### config.mk
export PLATFORM = sky130hd
export DESIGN_NAME = mc_control_fsm
export DESIGN_NICKNAME = d
export VERILOG_FILES = /design/src/rtl/mc_pkg.sv /design/src/rtl/mc_funct_decoder.sv /design/src/rtl/mc_control_fsm.sv
export SDC_FILE = /design/constraint.sdc
export NUM_CORES = 1
export LEC_CHECK = 0
export BUFFER_PORTS_ARGS = -buffer_cell sky130_fd_sc_hd__buf_4
export CAP_MARGIN = 25
export CORE_AREA = 2 2 48 50
export DETAILED_ROUTE_END_ITERATION = 12
export DIE_AREA = 0 0 50 52
export PLACE_DENSITY_LB_ADDON = 0.1
export SLEW_MARGIN = 0
export SYNTH_ARGS = -nofsm -noshare
export SYNTH_HDL_FRONTEND = slang
export SYNTH_SLANG_ARGS = --single-unit
### constraint.sdc
create_clock -name clk -period 3.25 [get_ports clk]
set_input_delay 0 -clock clk [delete_from_list [all_inputs] [get_ports clk]]
set_output_delay 0 -clock clk [all_outputs]
set_load 0.03 [all_outputs]
### src/rtl/mc_pkg.sv
// Shared encodings for the multi-cycle MIPS-style control unit: FSM states,
// instruction fields, ALU operation codes, datapath select values and the
// bundle of control outputs driven each cycle.
package mc_pkg;

   typedef enum logic [3:0] {
      FETCH,
      DECODE,
      MEMADR,
      MEMRD,
      MEMWB,
      MEMWR,
      EXEC_R,
      ALUWB,
      EXEC_I,
      IWB,
      BRANCH,
      JUMP,
      HALT
   } state_t;

   // Opcodes (IR[31:26])
   localparam logic [5:0] OP_RTYPE = 6'b000000;
   localparam logic [5:0] OP_LW    = 6'b100011;
   localparam logic [5:0] OP_SW    = 6'b101011;
   localparam logic [5:0] OP_ADDI  = 6'b001000;
   localparam logic [5:0] OP_ANDI  = 6'b001100;
   localparam logic [5:0] OP_BEQ   = 6'b000100;
   localparam logic [5:0] OP_BNE   = 6'b000101;
   localparam logic [5:0] OP_J     = 6'b000010;
   localparam logic [5:0] OP_JAL   = 6'b000011;

   // R-type function codes (IR[5:0])
   localparam logic [5:0] FN_ADD = 6'b100000;
   localparam logic [5:0] FN_SUB = 6'b100010;
   localparam logic [5:0] FN_AND = 6'b100100;
   localparam logic [5:0] FN_OR  = 6'b100101;
   localparam logic [5:0] FN_SLT = 6'b101010;

   // ALU operation codes
   localparam logic [2:0] ALU_ADD = 3'b010;
   localparam logic [2:0] ALU_SUB = 3'b110;
   localparam logic [2:0] ALU_AND = 3'b000;
   localparam logic [2:0] ALU_OR  = 3'b001;
   localparam logic [2:0] ALU_SLT = 3'b111;

   // Register-file destination select
   localparam logic [1:0] REGDST_RT  = 2'b00;
   localparam logic [1:0] REGDST_RD  = 2'b01;
   localparam logic [1:0] REGDST_R31 = 2'b10;

   // ALU operand B select
   localparam logic [1:0] SRCB_B      = 2'b00;
   localparam logic [1:0] SRCB_FOUR   = 2'b01;
   localparam logic [1:0] SRCB_IMM    = 2'b10;
   localparam logic [1:0] SRCB_IMM_SH = 2'b11;

   // Next-PC select
   localparam logic [1:0] PCSRC_ALU    = 2'b00;
   localparam logic [1:0] PCSRC_ALUOUT = 2'b01;
   localparam logic [1:0] PCSRC_JUMP   = 2'b10;

   // Every control output of the FSM, built as one value per cycle
   typedef struct packed {
      logic       mem_req;
      logic       mem_we;
      logic       i_or_d;
      logic       ir_write;
      logic       pc_write;
      logic       reg_write;
      logic       memto_reg;
      logic       alu_src_a;
      logic       link;
      logic [1:0] reg_dst;
      logic [1:0] alu_src_b;
      logic [1:0] pc_src;
      logic [2:0] alu_control;
      logic       retire;
      logic       halted;
   } ctrl_t;

endpackage

### src/rtl/mc_funct_decoder.sv
// Maps the R-type funct field to an ALU operation and flags whether the
// funct is one this core implements.
module mc_funct_decoder
   import mc_pkg::*;
(
   input  logic [5:0] funct,
   output logic [2:0] alu_control,
   output logic       legal
);

   // Table lookup of supported funct codes; unsupported ones default to add
   // NOTE: every output gets a default before the case so no latch is inferred.
   always_comb begin
      alu_control = ALU_ADD;
      legal       = 1'b1;
      case (funct)
         FN_ADD:  alu_control = ALU_ADD;
         FN_SUB:  alu_control = ALU_SUB;
         FN_AND:  alu_control = ALU_AND;
         FN_OR:   alu_control = ALU_OR;
         FN_SLT:  alu_control = ALU_SLT;
         default: legal       = 1'b0;
      endcase
   end

endmodule

### src/rtl/mc_control_fsm.sv
// Control unit for a multi-cycle processor with a single unified memory.
// Sequences fetch, decode, execute, memory and write-back steps and drives
// the datapath enables/selects for each step. Outputs are a function of the
// current state plus the live mem_ready/zero/opcode inputs; reset forces
// every output low in the same cycle so no write can escape an abandoned
// instruction.
module mc_control_fsm
   import mc_pkg::*;
#(
   parameter bit ILLEGAL_HALT = 1'b1
)(
   input  logic       clk,
   input  logic       reset,
   input  logic [5:0] opcode,
   input  logic [5:0] funct,
   input  logic       zero,
   input  logic       mem_ready,
   output logic       mem_req,
   output logic       mem_we,
   output logic       i_or_d,
   output logic       ir_write,
   output logic       pc_write,
   output logic       reg_write,
   output logic       memto_reg,
   output logic       alu_src_a,
   output logic       link,
   output logic [1:0] reg_dst,
   output logic [1:0] alu_src_b,
   output logic [1:0] pc_src,
   output logic [2:0] alu_control,
   output logic       retire,
   output logic       halted
);

   state_t     state;
   state_t     next_state;
   state_t     illegal_next;
   ctrl_t      ctrl;
   logic [2:0] funct_alu;
   logic       funct_legal;

   mc_funct_decoder u_funct_decoder (
      .funct       (funct),
      .alu_control (funct_alu),
      .legal       (funct_legal)
   );

   // Unsupported instructions either park the core or fall back to fetch
   // without retiring (a NOP that does not count as a completed instruction).
   assign illegal_next = ILLEGAL_HALT ? HALT : FETCH;

   // State register with synchronous reset back to FETCH
   // NOTE: sequential state uses non-blocking assignments so all flops update together.
   always_ff @(posedge clk) begin
      if (reset) state <= FETCH;
      else       state <= next_state;
   end

   // Next-state selection; memory states hold until mem_ready
   always_comb begin
      next_state = state;
      case (state)
         FETCH:  if (mem_ready) next_state = DECODE;
         DECODE: begin
            case (opcode)
               OP_LW, OP_SW:     next_state = MEMADR;
               OP_RTYPE:         next_state = funct_legal ? EXEC_R : illegal_next;
               OP_ADDI, OP_ANDI: next_state = EXEC_I;
               OP_BEQ, OP_BNE:   next_state = BRANCH;
               OP_J, OP_JAL:     next_state = JUMP;
               default:          next_state = illegal_next;
            endcase
         end
         MEMADR: next_state = (opcode == OP_LW) ? MEMRD : MEMWR;
         MEMRD:  if (mem_ready) next_state = MEMWB;
         MEMWB:  next_state = FETCH;
         MEMWR:  if (mem_ready) next_state = FETCH;
         EXEC_R: next_state = ALUWB;
         ALUWB:  next_state = FETCH;
         EXEC_I: next_state = IWB;
         IWB:    next_state = FETCH;
         BRANCH: next_state = FETCH;
         JUMP:   next_state = FETCH;
         HALT:   next_state = HALT;
         default: next_state = FETCH;
      endcase
   end

   // Per-state control outputs; everything not set here stays 0, and reset
   // overrides the state so no enable or request leaks during the reset cycle
   always_comb begin
      ctrl = '0;
      if (!reset) begin
         case (state)
            FETCH: begin
               ctrl.mem_req     = 1'b1;
               ctrl.alu_src_b   = SRCB_FOUR;
               ctrl.alu_control = ALU_ADD;
               if (mem_ready) begin
                  ctrl.ir_write = 1'b1;
                  ctrl.pc_write = 1'b1;
                  ctrl.pc_src   = PCSRC_ALU;
               end
            end
            DECODE: begin
               // Precompute the branch target while the register file is read
               ctrl.alu_src_b   = SRCB_IMM_SH;
               ctrl.alu_control = ALU_ADD;
            end
            MEMADR: begin
               ctrl.alu_src_a   = 1'b1;
               ctrl.alu_src_b   = SRCB_IMM;
               ctrl.alu_control = ALU_ADD;
            end
            MEMRD: begin
               ctrl.mem_req = 1'b1;
               ctrl.i_or_d  = 1'b1;
            end
            MEMWB: begin
               ctrl.reg_write = 1'b1;
               ctrl.reg_dst   = REGDST_RT;
               ctrl.memto_reg = 1'b1;
               ctrl.retire    = 1'b1;
            end
            MEMWR: begin
               ctrl.mem_req = 1'b1;
               ctrl.mem_we  = 1'b1;
               ctrl.i_or_d  = 1'b1;
               ctrl.retire  = mem_ready;
            end
            EXEC_R: begin
               ctrl.alu_src_a   = 1'b1;
               ctrl.alu_src_b   = SRCB_B;
               ctrl.alu_control = funct_alu;
            end
            ALUWB: begin
               ctrl.reg_write = 1'b1;
               ctrl.reg_dst   = REGDST_RD;
               ctrl.retire    = 1'b1;
            end
            EXEC_I: begin
               ctrl.alu_src_a   = 1'b1;
               ctrl.alu_src_b   = SRCB_IMM;
               ctrl.alu_control = (opcode == OP_ANDI) ? ALU_AND : ALU_ADD;
            end
            IWB: begin
               ctrl.reg_write = 1'b1;
               ctrl.reg_dst   = REGDST_RT;
               ctrl.retire    = 1'b1;
            end
            BRANCH: begin
               // ALUOut holds the target computed in DECODE; the compare
               // result decides whether it is taken
               ctrl.alu_src_a   = 1'b1;
               ctrl.alu_src_b   = SRCB_B;
               ctrl.alu_control = ALU_SUB;
               ctrl.pc_src      = PCSRC_ALUOUT;
               ctrl.pc_write    = (opcode == OP_BNE) ? ~zero : zero;
               ctrl.retire      = 1'b1;
            end
            JUMP: begin
               ctrl.pc_src   = PCSRC_JUMP;
               ctrl.pc_write = 1'b1;
               ctrl.retire   = 1'b1;
               if (opcode == OP_JAL) begin
                  ctrl.reg_write = 1'b1;
                  ctrl.reg_dst   = REGDST_R31;
                  ctrl.link      = 1'b1;
               end
            end
            HALT:    ctrl.halted = 1'b1;
            default: ctrl = '0;
         endcase
      end
   end

   assign mem_req     = ctrl.mem_req;
   assign mem_we      = ctrl.mem_we;
   assign i_or_d      = ctrl.i_or_d;
   assign ir_write    = ctrl.ir_write;
   assign pc_write    = ctrl.pc_write;
   assign reg_write   = ctrl.reg_write;
   assign memto_reg   = ctrl.memto_reg;
   assign alu_src_a   = ctrl.alu_src_a;
   assign link        = ctrl.link;
   assign reg_dst     = ctrl.reg_dst;
   assign alu_src_b   = ctrl.alu_src_b;
   assign pc_src      = ctrl.pc_src;
   assign alu_control = ctrl.alu_control;
   assign retire      = ctrl.retire;
   assign halted      = ctrl.halted;

endmodule

Word-level counts from Yosys, hierarchy flattened

Cells that the tools add are included.

Output and inout port bits: 20
Logic and storage cells: 75
Flip-flop bits (word level): 4
Input port bits: 16

Reduce and logical (&&, ||, !) cells: 15
Mux-type cells: 30
Equal/unequal tests: 28
Bitwise gates (word level): 1

Operator list:

| kind                 | number |
|---|---|
| $eq A6 B6 Y1 const B | 7 |
| $pmux W4 S8          | 1 |
| $pmux W3 S4          | 2 |
| $eq A4 B4 Y1 const B | 5 |
| $mux W20             | 1 |
| $pmux W4 S5          | 1 |
| $eq A4 B3 Y1 const B | 4 |
| $mux W4              | 4 |
| $eq A6 B2 Y1 const B | 2 |
| $eq A6 B3 Y1 const B | 2 |
| $eq A6 B4 Y1 const B | 2 |
| $reduce_or A2 Y1     | 6 |
| $mux W1              | 11 |
| $reduce_or A5 Y1     | 2 |
| $reduce_or A3 Y1     | 3 |
| $eq A4 B2 Y1 const B | 2 |
| $pmux W2 S2          | 2 |
| $logic_not A6 Y1     | 1 |
| $mux W3              | 2 |
| $ne A2 B2 Y1 const B | 3 |
| $pmux W2 S3          | 1 |
| $eq A4 B1 Y1 const B | 1 |
| $logic_not A4 Y1     | 1 |
| $mux W2              | 2 |
| 5 further kinds      | 6 |

Longest topological paths before layout

Gate-level depths: netlist (run 1).

Word-level depth: 6
Gate-level depth with buffers: 6
Gate-level depth less buffers: 5

Modules after synthesis

From an unflattened synthesis (run 1), not the netlist that was laid out.

Cell total of the unflattened synthesis: 138
Area total of the unflattened synthesis: 895.9 µm²

By module, submodules not included:

| module           | sequential area each (µm²) | cells each | area an instance (µm²) | instances |
|---|---|---|---|---|
| mc_control_fsm   | 80.1                       | 129        | 809.5                  | 1 |
| mc_funct_decoder | 0.0                        | 9          | 86.3                   | 1 |

Least setup slack after synthesis (run 1)

OpenSTA, ideal clock, no wires.

Path kind: register to output
Start point: reg state[1]
End point: out reg_dst[1]
Slack: 0.630 ns
Stages on the path, launching flop included: 7
Data required time: 3.250 ns
Data arrival time: 2.620 ns
Buffers on the path: 3
Cell sequence: dfxtp_1 -> buf_2 -> buf_2 -> nand2_1 -> nor3_1 -> nor3b_1 -> buf_4

Longest elaborated chain between the ends: 3
Elaborated cells on any way between the ends: 4
Those cells by class: eq/ne (2); mux (2)

RTL lines:

| item                                         | RTL line             | text |
|---|---|---|
| from (decl)                                  | mc_control_fsm.sv:35 | `state_t state;` |
| from (signal assigned)                       | mc_control_fsm.sv:56 | `else state <= next_state;` |
| $eq A4 B4 Y1 or $eq A4 B3 Y1 (tied branches) | mc_control_fsm.sv:94 | `case (state)` |
| $pmux W2 S2 *                                | mc_control_fsm.sv:94 |  |
| $mux W20 *                                   | mc_control_fsm.sv:93 | `if (!reset) begin` |
| to (decl)                                    | mc_control_fsm.sv:27 | `output logic [1:0] reg_dst,` |

Every way passes the cells marked *; elsewhere a longest branch is shown, timed or not.

Worst setup path after layout (run 1)

Start point: reg state[3]
End point: out link

Longest elaborated chain between the ends: 3

RTL lines:

| item         | RTL line             | text |
|---|---|---|
| $eq A4 B4 Y1 | mc_control_fsm.sv:94 |  |
| $mux W1      | mc_control_fsm.sv:94 |  |
| $mux W20     | mc_control_fsm.sv:93 |  |
| to (decl)    | mc_control_fsm.sv:26 | `output logic link,` |

Every way passes these cells.

==> PnR_summary.wiki, run 1 <==
{| class="wikitable"
! Metric !! Value
|-
| Status || finished, final reports clean
|-
| Wire per inst || between 10 and 15 um
|-
| GPL Wtd Cong || 0.828
|-
| Die outline area || roughly 2600 um2
|-
| Cell count of the worst reg-to-reg path || 3
|-
| Largest net degree at the start of global routing || 22
|-
| Master of the slowest instance on the critical path || sky130_fd_sc_hd__dfxtp_1
|-
| Number of vias per cell after detailed routing || roughly 5.5
|-
| Delay of the slowest critical-path stage || 710 ps
|-
| Via count of the first global-routing pass || ~850
|-
| Maximum level of the CTS H-tree || 1
|-
| Post-CTS Setup Repair Bufs || 0
|-
| Final period demand of the worst path || 1960 ps
|-
| Crit path capture type || output port
|-
| Pwr dens || 269 nW/um2
|-
| Syn_nets || 134
|-
| Max-capacitance violation count || 0
|-
| Count of nets after finishing || 161
|-
| Largest register by flop count || state
|-
| Startpoint kind of the worst setup timing path || register
|-
| Top cell type by total area after synthesis || sky130_fd_sc_hd__dfxtp_1
|-
| Biggest area contributors in the synthesized netlist || sky130_fd_sc_hd__dfxtp_1, sky130_fd_sc_hd__nor2_1, sky130_fd_sc_hd__nor3_1
|-
| Initial antenna violation count || 0
|-
| Pre-CTS setup slack || 1490 ps
|-
| Mapped cell area || 788 um2
|-
| Post-Synthesis Mean Instance Area || 6.68 um2
|-
| Max rail drop VDD || ~0.24 mV
|-
| Area inside the core boundary || 2110 um2
|-
| Termination of the worst setup path || link
|-
| Count of input and output buffers || 35
|-
| Total Power || around 0.28 mW
|-
| Worst-margin pin slew || between 700 and 800 ps
|-
| Share of Yosys cell area claimed by the top area cell type || 10.2%
|-
| Clock latency of the later-clocked register in the worst-skew pair || 230 ps
|-
| Share of cells above drive strength 1 || 30.8%
|-
| Required @ worst endpoint || 3250 ps
|-
| Std cell rows || 17
|-
| Total number of vias || 935
|-
| RSZ-0062 raised after global routing || no
|-
| Quantity of gates resized following cts || 0
|-
| Standby leakage power || around 0.42 nW
|-
| Clock-pin slew of the registers on the worst-case setup and hold paths || roughly 40 ps
|-
| Largest registers || state x4
|-
| Maximum operating frequency || between 500 and 600 MHz
|-
| Min setup slack post-route || 1290 ps
|-
| Utilization of the core after routing || 49.1%
|-
| Ports placed on the boundary || 36
|-
| Drt first pass iters || 4
|-
| Initial core utilization || 37.4%
|-
| Setup TNS || 0 ps
|-
| Root Buffer || sky130_fd_sc_hd__clkbuf_4
|-
| Post-CTS Hold Buffers || 0
|-
| Y dimension of the die || between 50 and 60 um
|-
| Slew headroom || around half
|-
| Dpl hpwl || 1.65 mm
|-
| Cells along the critical path || nand2b_1, nor3_1, nor3b_1, buf_4
|-
| Overall track demand over capacity in global routing || 17.6%
|-
| Count of endpoints failing hold in the final timing report || 0
|-
| Largest buffer count on any clock path || 2
|-
| Highest fanout seen on the critical path || 20
|-
| Number of remaining DRC errors || 0
|-
| Number of inserted filler cells in the final layout || ~210
|-
| HP Class || in -> reg
|-
| Capture point of the worst reg-to-reg path || state[2]
|-
| Post-DP Area || 1010 um2
|-
| Origin of the critical flop-to-flop path || state[0]
|-
| Critical path startpoint || state[3]
|-
| Setup Viol. Count Final || 0
|-
| Congestion Overflow GR || 0
|-
| TritonCTS clock tree || done
|-
| Final wirelength || around 2.2 mm
|-
| Clk sinks || 4
|-
| Post-route design area || 1030 um2
|-
| Critical path data arrival time || 1960 ps
|-
| Total inserted antenna cells || 0
|-
| Count of final max-slew check failures || 0
|-
| Number of nets with antenna violations after detailed routing || 0
|-
| Worst clock skew || 0.190 ps
|-
| Flops & latches, synth || 4
|-
| Max FFs per register || 4
|-
| Synthesis warning total || 0
|-
| Worst setup path class || reg -> out
|-
| TritonCTS buffer count || 3
|-
| Count of routing violations after the opening detailed-route iteration || 14
|-
| Sequential fraction of the synthesis area || 10.2%
|-
| Final period utilization || 60.5%
|-
| Global-route wire length before repair || 3.70 mm
|-
| Synth Instances || about 120
|-
| Setup slack of the worst register-to-register path || 1490 ps
|-
| Area growth, synth to finish || 31.3%
|-
| Floorplan die width || around 50 um
|-
| Yosys cell types || 40
|}
==> per-stage QoR <==
stage          hold WS [ps]  cells
4_1_cts                94.4    171
5_1_grt                 131    171
3_5_place_dp            341    168
3_3_place_gp            339    168
6_report                104    171
2_1_floorplan           160    118
==> synthesized netlist by cell type, drive strengths merged <==
master	n
mux2i	4
nand3b	3
a32oi	1
nand2	7
nand4	1
nor3b	2
nor3	13
a311o	1
o211ai	2
nor4	4
a41o	1
a211oi	5
buf	8
a2111oi	3
and2	1
xor2	1
xnor2	3
nand3	1
clkbuf	5
o21bai	1
a21oi	9
o21ai	1
inv	2
o22a	1
nor2	19
nor2b	3
dfxtp	4
o2bb2ai	1
or2	1
and3b	1
and3	1
nand2b	4
nor4b	3
a41oi	1
==> layout make-up <==
| type | count | area [um2] | area share (%) |
|---|---|---|---|
| multi-input combinational | 99 | 627 | 60.6 |
| sequential | 4 | 80.1 | 7.74 |
| clock buffer | 3 | 22.5 | 2.18 |
| timing repair buffer | 35 | 263 | 25.4 |
| tap | 28 | 35.0 | 3.39 |
| inverter | 2 | 7.51 | 0.726 |
==> critical path: cells and delay by family (launching register included) <==
kind          cells  cell delay [ps]
flops             1              710
buf+inv           1              220
simple gates      3              800
==> layer usage <==
layer / routed length (um) / part of all wire (%) / up-vias / global-route usage [%]
met5: 0 / 0 / - / 0
li1: - / - / 494 / -
met4: 0 / 0 / 0 / 0
met2: 994 / 46 / 34 / 30.9
met1: 1090 / 50 / 407 / 23.2
met3: 105 / 4.8 / 0 / 4.02
==> power breakdown <==
group	total (mW)	internal, mW	switching (mW)
Sequential	0.0760	0.0536	0.0224
Clock	0.0594	0.0412	0.0182
Combinational	0.143	0.0626	0.0803
==> worst min path at each step <==
stage / from / endpoint / depth (start not counted) / slack (ps)
3_3_place_gp: reset / state[0] / 2 / 340
3_5_place_dp: reset / state[0] / 2 / 340
5_1_grt: reset / state[3] / 2 / 130
6_report: reset / state[0] / 2 / 100
2_1_floorplan: mem_ready / ir_write / 2 / 160
4_1_cts: reset / state[0] / 2 / 90
==> cell families after synthesis <==
logic type | share of synthesized area [%]
AO/OA/AOI/OAI | 25.7
flip-flops | 10.2
multiplexers | 5.08
XOR/XNOR | 4.45
buffers and inverters | 10.3
AND/OR/NAND/NOR | 44.3
==> layout by cell type (no fill, tap or decap), types with 3 or more instances in the layout <==
| cell | n |
|---|---|
| sky130_fd_sc_hd__clkbuf_4 | 3 |
| sky130_fd_sc_hd__nand2b_1 | 4 |
| sky130_fd_sc_hd__nand3b_1 | 3 |
| sky130_fd_sc_hd__nor3_1 | 13 |
| sky130_fd_sc_hd__xnor2_1 | 3 |
| sky130_fd_sc_hd__a211oi_1 | 5 |
| sky130_fd_sc_hd__nor2b_1 | 3 |
| sky130_fd_sc_hd__a21oi_1 | 9 |
| sky130_fd_sc_hd__nand2_1 | 7 |
| sky130_fd_sc_hd__dfxtp_1 | 4 |
| sky130_fd_sc_hd__nor4_1 | 4 |
| sky130_fd_sc_hd__buf_4 | 35 |
| sky130_fd_sc_hd__nor2_1 | 19 |
| sky130_fd_sc_hd__mux2i_1 | 4 |
Power figures use the tool's default switching activity.
==> run 2, diff against run 1 <==
==> constraint.sdc (replaced) <==
create_clock -name clk -period 1.73 [get_ports clk]
set_input_delay 0 -clock clk [delete_from_list [all_inputs] [get_ports clk]]
set_output_delay 0 -clock clk [all_outputs]
set_load 0.03 [all_outputs]
==> run 2 against run 1 <==
Compared with the run above:
- clock skew rose by 9.1 ps
- die area did not move
- sequential share of layout area fell by 0.22 points
- via count rose by 6.7%
- critical endpoint is now alu_control[1]
- largest cell class unchanged
==> PnR_summary.wiki, run 2 (synthesis results as in run 1) <==
{| class="wikitable"
! Metric !! Value
|-
| Status || finished, final reports clean
|-
| Worst-margin pin slew || 437 ps (-287 ps)
|-
| Area growth, synth to finish || 43.5%
|-
| Number of instances in the placed design || 175 (+4.2%)
|-
| Crit path capture type || output port
|-
| Drt first pass iters || 4 (unchanged)
|-
| Worst clock skew || 9.29 ps (+9.10 ps)
|-
| Final wirelength || 2.35 mm (+7.6%)
|-
| Startpoint kind of the worst setup timing path || register
|-
| Slew headroom || 70.8% (+19 points)
|-
| Via count of the first global-routing pass || 879 (+3.2%)
|-
| Largest buffer count on any clock path || 2 (unchanged)
|-
| Count of endpoints failing hold in the final timing report || 0 (unchanged)
|-
| Count of routing violations after the opening detailed-route iteration || 16 (+2)
|-
| Max rail drop VDD || 0.462 mV (+90%)
|-
| Dpl hpwl || 1.84 mm (+11%)
|-
| Count of input and output buffers || 35 (unchanged)
|-
| GPL Wtd Cong || 0.828 (about the same)
|-
| Final period demand of the worst path || 1610 ps
|-
| Wire per inst || 13.2 um (+3.4%)
|-
| Share of cells above drive strength 1 || 41.3% (+11 points)
|-
| Total inserted antenna cells || 0 (unchanged)
|-
| Area inside the core boundary || 2110 um2 (unchanged)
|-
| Max FFs per register || 4 (unchanged)
|-
| Count of placed standard cells in the final layout, fillers left out || 178 (+4.1%)
|-
| Number of remaining DRC errors || 0 (unchanged)
|-
| Y dimension of the die || 52 um (unchanged)
|-
| Count of nets after finishing || 168 (+4.3%)
|-
| Largest register by flop count || state
|-
| Critical path data arrival time || 1610 ps (-350 ps)
|-
| Pwr dens || 498 nW/um2 (+85%)
|-
| Most common library cell in the layout ignoring fill and taps || sky130_fd_sc_hd__buf_4
|-
| Root Buffer || sky130_fd_sc_hd__clkbuf_4
|-
| Post-CTS Hold Buffers || 0 (unchanged)
|-
| Setup Viol. Count Final || 0 (unchanged)
|-
| Std cell rows || 17 (unchanged)
|-
| Quantity of gates resized following cts || 0 (unchanged)
|-
| Congestion Overflow GR || 0 (unchanged)
|-
| Total number of vias || 998 (+6.7%)
|-
| Max-capacitance violation count || 0 (unchanged)
|-
| Count of final max-slew check failures || 0 (unchanged)
|-
| Utilization of the core after routing || 53.7% (+4.6 points)
|-
| Number of nets with antenna violations after detailed routing || 0 (unchanged)
|-
| Number of vias per cell after detailed routing || 5.61 (+2.5%)
|-
| Clock latency of the later-clocked register in the worst-skew pair || 240 ps (about the same)
|-
| Final period utilization || between 90% and 100%
|-
| Floorplan die width || 50 um (unchanged)
|-
| Maximum level of the CTS H-tree || 1 (unchanged)
|-
| Highest fanout seen on the critical path || 9 (-55%)
|-
| Initial core utilization || 37.4% (unchanged)
|-
| Ports placed on the boundary || 36 (unchanged)
|-
| Largest registers || state x4
|-
| Largest net degree at the start of global routing || 20 (-9.1%)
|-
| Required @ worst endpoint || 1730 ps (-1520 ps)
|-
| Post-CTS Setup Repair Bufs || 0 (unchanged)
|-
| Clock-pin slew of the registers on the worst-case setup and hold paths || 40 ps (about the same)
|-
| Worst setup path class || reg -> out
|-
| Global-route wire length before repair || 3.91 mm (+5.6%)
|-
| Clk sinks || 4 (unchanged)
|-
| Maximum operating frequency || a little over 600 MHz
|-
| TritonCTS buffer count || 3 (unchanged)
|-
| Standby leakage power || 0.466 nW (+12%)
|-
| Commonest cells after routing, fill and taps aside || sky130_fd_sc_hd__buf_4, sky130_fd_sc_hd__nor2_1, sky130_fd_sc_hd__nor3_1
|-
| TritonCTS clock tree || done
|-
| Die outline area || 2600 um2 (unchanged)
|-
| HP Class || in -> reg
|-
| Initial antenna violation count || 0 (unchanged)
|-
| Overall track demand over capacity in global routing || 19.1% (+1.4 points)
|-
| RSZ-0062 raised after global routing || no
|}
[run 2: area by class of cell]
class                      count  area, um2
tap                           28       35.0
sequential                     4       85.1
fill                         213        975
inverter                       2       7.51
clock buffer                   3       22.5
timing repair buffer          42        315
multi-input combinational     99        666
[run 2: path summary, 6_finish.rpt]
path             from              to  slack [ps]  cells after the start
max          state[0]  alu_control[1]         120                      5
min             reset        state[0]         100                      2
max reg2reg  state[0]        state[3]         460                      4
min reg2reg  state[3]        state[3]         680                      2
[run 2: critical path, stage by stage (launching register included)]
cell                       delay, ps
sky130_fd_sc_hd__dfxtp_2         360
sky130_fd_sc_hd__nor2_2          150
sky130_fd_sc_hd__nand2_2          90
sky130_fd_sc_hd__a311o_1         340
sky130_fd_sc_hd__a211oi_2        230
sky130_fd_sc_hd__buf_4           190
[run 2: metrics by stage]
| stage | area (um2) | worst slack (ps) | hold WS [ps] | total power [mW] | TNS (ps) |
|---|---|---|---|---|---|
| 2_1_floorplan | 822 | -159 | 160 | 0.333 | -159 |
| 3_3_place_gp | 1100 | 274 | 348 | 0.442 | 0 |
| 3_5_place_dp | 1100 | 279 | 354 | 0.441 | 0 |
| 4_1_cts | 1120 | 26.2 | 102 | 0.561 | 0 |
| 5_1_grt | 1130 | 10.8 | 117 | 0.604 | 0 |
| 6_report | 1130 | 118 | 101 | 0.563 | 0 |
[run 2: routing by layer]
metal  share of wire [%]  vias to the layer above  wire (um)  global-route usage, %
met2                  48                       30       1130                   30.7
met3                 5.0                        2        117                   4.02
met1                  46                      465       1080                   25.9
met4                0.77                        0         18                   4.17
met5                   0                        -          0                      0
li1                    -                      501          -                      -
[run 2: power breakdown]
part	total (mW)	internal, mW	leakage (nW)	switching, mW
registers	0.127	0.103	0.0344	0.0243
clock network	0.118	0.0777	0.0138	0.0400
logic	0.319	0.135	0.418	0.184
==> run 3, diff against run 2 <==
--- a/config.mk
+++ b/config.mk
@@ -5,11 +5,11 @@
 export SDC_FILE = /design/constraint.sdc
 export NUM_CORES = 1
 export LEC_CHECK = 0
-export BUFFER_PORTS_ARGS = -buffer_cell sky130_fd_sc_hd__buf_4
 export CAP_MARGIN = 25
 export CORE_AREA = 2 2 48 50
 export DETAILED_ROUTE_END_ITERATION = 12
 export DIE_AREA = 0 0 50 52
+export DONT_BUFFER_PORTS = 1
 export PLACE_DENSITY_LB_ADDON = 0.1
 export SLEW_MARGIN = 0
 export SYNTH_ARGS = -nofsm -noshare
==> run 3 against run 2 <==
Compared with the run above:
- maximum frequency is essentially flat
- non-clock buffer count decreased by 16
- via count is 7.6% lower
==> PnR_summary.wiki, run 3 (synthesis results as in run 1) <==
{| class="wikitable"
! Metric !! Value
|-
| Critical path startpoint || state[0]
|-
| Largest register by flop count || state
|-
| Capture point of the worst reg-to-reg path || state[3]
|-
| Worst hold endpoint || state[0]
|-
| Drt first pass iters || 4 (unchanged)
|-
| Initial antenna violation count || 0 (unchanged)
|-
| Largest registers || state x4
|-
| Final period demand of the worst path || 1610 ps (-0.638 ps)
|-
| Slew headroom || 71.7% (+0.96 points)
|-
| Max-capacitance violation count || 0 (unchanged)
|-
| Share of power burned in combinational logic || 54.6% (-2.0 points)
|-
| Ports placed on the boundary || 36 (unchanged)
|-
| Status || finished, final reports clean
|-
| Multi-input gate area in the final layout || 661 um2 (-0.75%)
|-
| RSZ-0062 raised after global routing || no
|-
| Number of nets with antenna violations after detailed routing || 0 (unchanged)
|-
| Origin of the critical flop-to-flop path || state[0]
|-
| Count of final max-slew check failures || 0 (unchanged)
|-
| Number of inserted filler cells in the final layout || 246 (+15%)
|-
| Most common library cell in the layout ignoring fill and taps || sky130_fd_sc_hd__buf_4
|-
| Max rail drop VDD || 0.549 mV (+19%)
|-
| Count of routing violations after the opening detailed-route iteration || 10 (-6)
|-
| Max FFs per register || 4 (unchanged)
|-
| Worst clock skew || 9.36 ps (+0.0675 ps)
|-
| Pre-CTS setup slack || 134 ps (-145 ps)
|-
| Count of input and output buffers || 0 (-100%)
|-
| Congestion Overflow GR || 0 (unchanged)
|-
| Maximum operating frequency || 621 MHz (about the same)
|-
| Clk sinks || 4 (unchanged)
|-
| Maximum level of the CTS H-tree || 1 (unchanged)
|-
| Cell count of the worst reg-to-reg path || 4 (unchanged)
|-
| Utilization of the core after routing || 48.5% (-5.2 points)
|-
| Total inserted antenna cells || 0 (unchanged)
|-
| Overall track demand over capacity in global routing || 19.1% (about the same)
|-
| Setup slack of the worst register-to-register path || 400 ps (-60 ps)
|-
| Total number of vias || 922 (-7.6%)
|-
| Min setup slack post-route || 118 ps (+0.638 ps)
|-
| Number of vias per cell after detailed routing || 5.69 (+1.5%)
|-
| Post-CTS Setup Repair Bufs || 0 (unchanged)
|-
| Die outline area || 2600 um2 (unchanged)
|-
| Standby leakage power || 0.387 nW (-17%)
|-
| Std cell rows || 17 (unchanged)
|-
| WHS Path Cells || 3 (+1)
|-
| Wire per inst || 14.3 um (+8.5%)
|-
| TritonCTS clock tree || done
|-
| Clock-pin slew of the registers on the worst-case setup and hold paths || 40 ps (about the same)
|-
| Worst setup path class || reg -> out
|-
| Final period utilization || 93.2% (about the same)
|-
| Critical path data arrival time || 1610 ps (about the same)
|-
| Setup Viol. Count Final || 0 (unchanged)
|-
| Number of instances in the placed design || 158 (-9.7%)
|-
| Number of remaining DRC errors || 0 (unchanged)
|-
| Floorplan die width || 50 um (unchanged)
|-
| Proportion of total power due to net switching || 42.8% (-1.3 points)
|-
| Required @ worst endpoint || 1730 ps (about the same)
|-
| Share of cells above drive strength 1 || 30.6% (-11 points)
|-
| Highest fanout seen on the critical path || 9 (unchanged)
|-
| Dpl hpwl || 1.77 mm (-3.9%)
|-
| Largest buffer count on any clock path || 2 (unchanged)
|-
| Area inside the core boundary || 2110 um2 (unchanged)
|-
| Area growth, synth to finish || 29.5%
|-
| Crit path capture type || output port
|-
| Root Buffer || sky130_fd_sc_hd__clkbuf_4
|-
| Initial core utilization || 37.4% (unchanged)
|-
| Count of nets after finishing || 152 (-9.5%)
|-
| Worst-margin pin slew || 423 ps (-14.4 ps)
|-
| Area occupied by registers || 85.1 um2 (unchanged)
|-
| HP Class || in -> reg
|-
| Startpoint kind of the worst setup timing path || register
|-
| Count of endpoints failing hold in the final timing report || 0 (unchanged)
|-
| Largest net degree at the start of global routing || 19 (-5.0%)
|-
| Global-route wire length before repair || 3.86 mm (-1.0%)
|-
| TritonCTS buffer count || 3 (unchanged)
|-
| Commonest cells after routing, fill and taps aside || sky130_fd_sc_hd__buf_4, sky130_fd_sc_hd__nor2_1, sky130_fd_sc_hd__nor3_1
|-
| Clock latency of the later-clocked register in the worst-skew pair || 240 ps (about the same)
|-
| Y dimension of the die || 52 um (unchanged)
|-
| Final wirelength || 2.32 mm (-1.2%)
|-
| Seq pwr share || 22.1% (-0.4 points)
|-
| Critical hold path startpoint || mem_ready
|-
| Pwr dens || 507 nW/um2 (+1.7%)
|-
| Clk network pwr share || 23.2% (+2.3 points)
|-
| Via count of the first global-routing pass || 886 (+0.80%)
|-
| GPL Wtd Cong || 0.780 (-5.9%)
|-
| Internal power contribution || 0.296 mW (-6.1%)
|-
| Net switching power of the design || 0.221 mW (-11%)
|-
| Count of placed standard cells in the final layout, fillers left out || 162 (-9.0%)
|}
-- run 3: cell count changes in the layout (fill, tap and decap cells not counted), sizes merged --
cell / delta
buf: -17
dlygate4sd3: +1
-- run 3: area by class of cell --
cell class                      instances  share of cell area, %
Clock buffer                            3                   2.21
Sequential cell                         4                   8.33
Inverter                                2                  0.735
Timing Repair Buffer                   26                   20.6
Multi-Input combinational cell         99                   64.7
Tap cell                               28                   3.43
-- run 3: power by group through the flow --
| stage | combinational (mW) | sequential (mW) | clock (mW) |
|---|---|---|---|
| after global routing | 0.310 | 0.116 | 0.132 |
| final | 0.283 | 0.115 | 0.120 |
| after CTS | 0.283 | 0.116 | 0.125 |
| after floorplan | 0.228 | 0.105 | 0 |
| after global placement | 0.277 | 0.116 | 0 |
| after detailed placement | 0.279 | 0.117 | 0 |
-- run 3: worst max-delay path: stages, from the launching register on --
cell and delay [ps]:
sky130_fd_sc_hd__dfxtp_1 390, sky130_fd_sc_hd__nor2_1 160, sky130_fd_sc_hd__nand2_1 80, sky130_fd_sc_hd__a311o_1 330, sky130_fd_sc_hd__a211oi_2 220, sky130_fd_sc_hd__buf_4 190
-- run 3: worst max path at each step --
stage / to / depth (start not counted) / slack [ps]
after floorplan: reg_dst[1] / 6 / -160
after global placement: alu_control[1] / 4 / 170
after detailed placement: alu_control[1] / 4 / 130
after CTS: alu_control[1] / 4 / 80
after global routing: retire / 4 / 20
final: alu_control[1] / 5 / 120
-- run 3: metal layers --
layer	vias up	global-route usage (%)	routed length, um
met5	-	0	0
met4	0	6.02	30
met3	4	3.74	88
met2	20	34.9	1120
met1	428	22.1	1080
li1	470	-	-
-- run 3: timing repair --
item / CTS / global route
hold endpoints to repair: 4 / 0
hold buffers: 1 / 0
resized for setup: 1 / 2
endpoints found under the setup margin: 5 / 1
-- run 3: stage by stage --
| step | TNS [ps] | power (mW) | hold WS [ps] | instance area, um2 |
|---|---|---|---|---|
| after floorplan | -159 | 0.333 | 160 | 822 |
| after global placement | 0 | 0.393 | 76.1 | 983 |
| after detailed placement | 0 | 0.396 | 77.3 | 983 |
| after CTS | 0 | 0.524 | 17.4 | 1020 |
| after global routing | 0 | 0.558 | 49.6 | 1020 |
| final | 0 | 0.517 | 22.6 | 1020 |
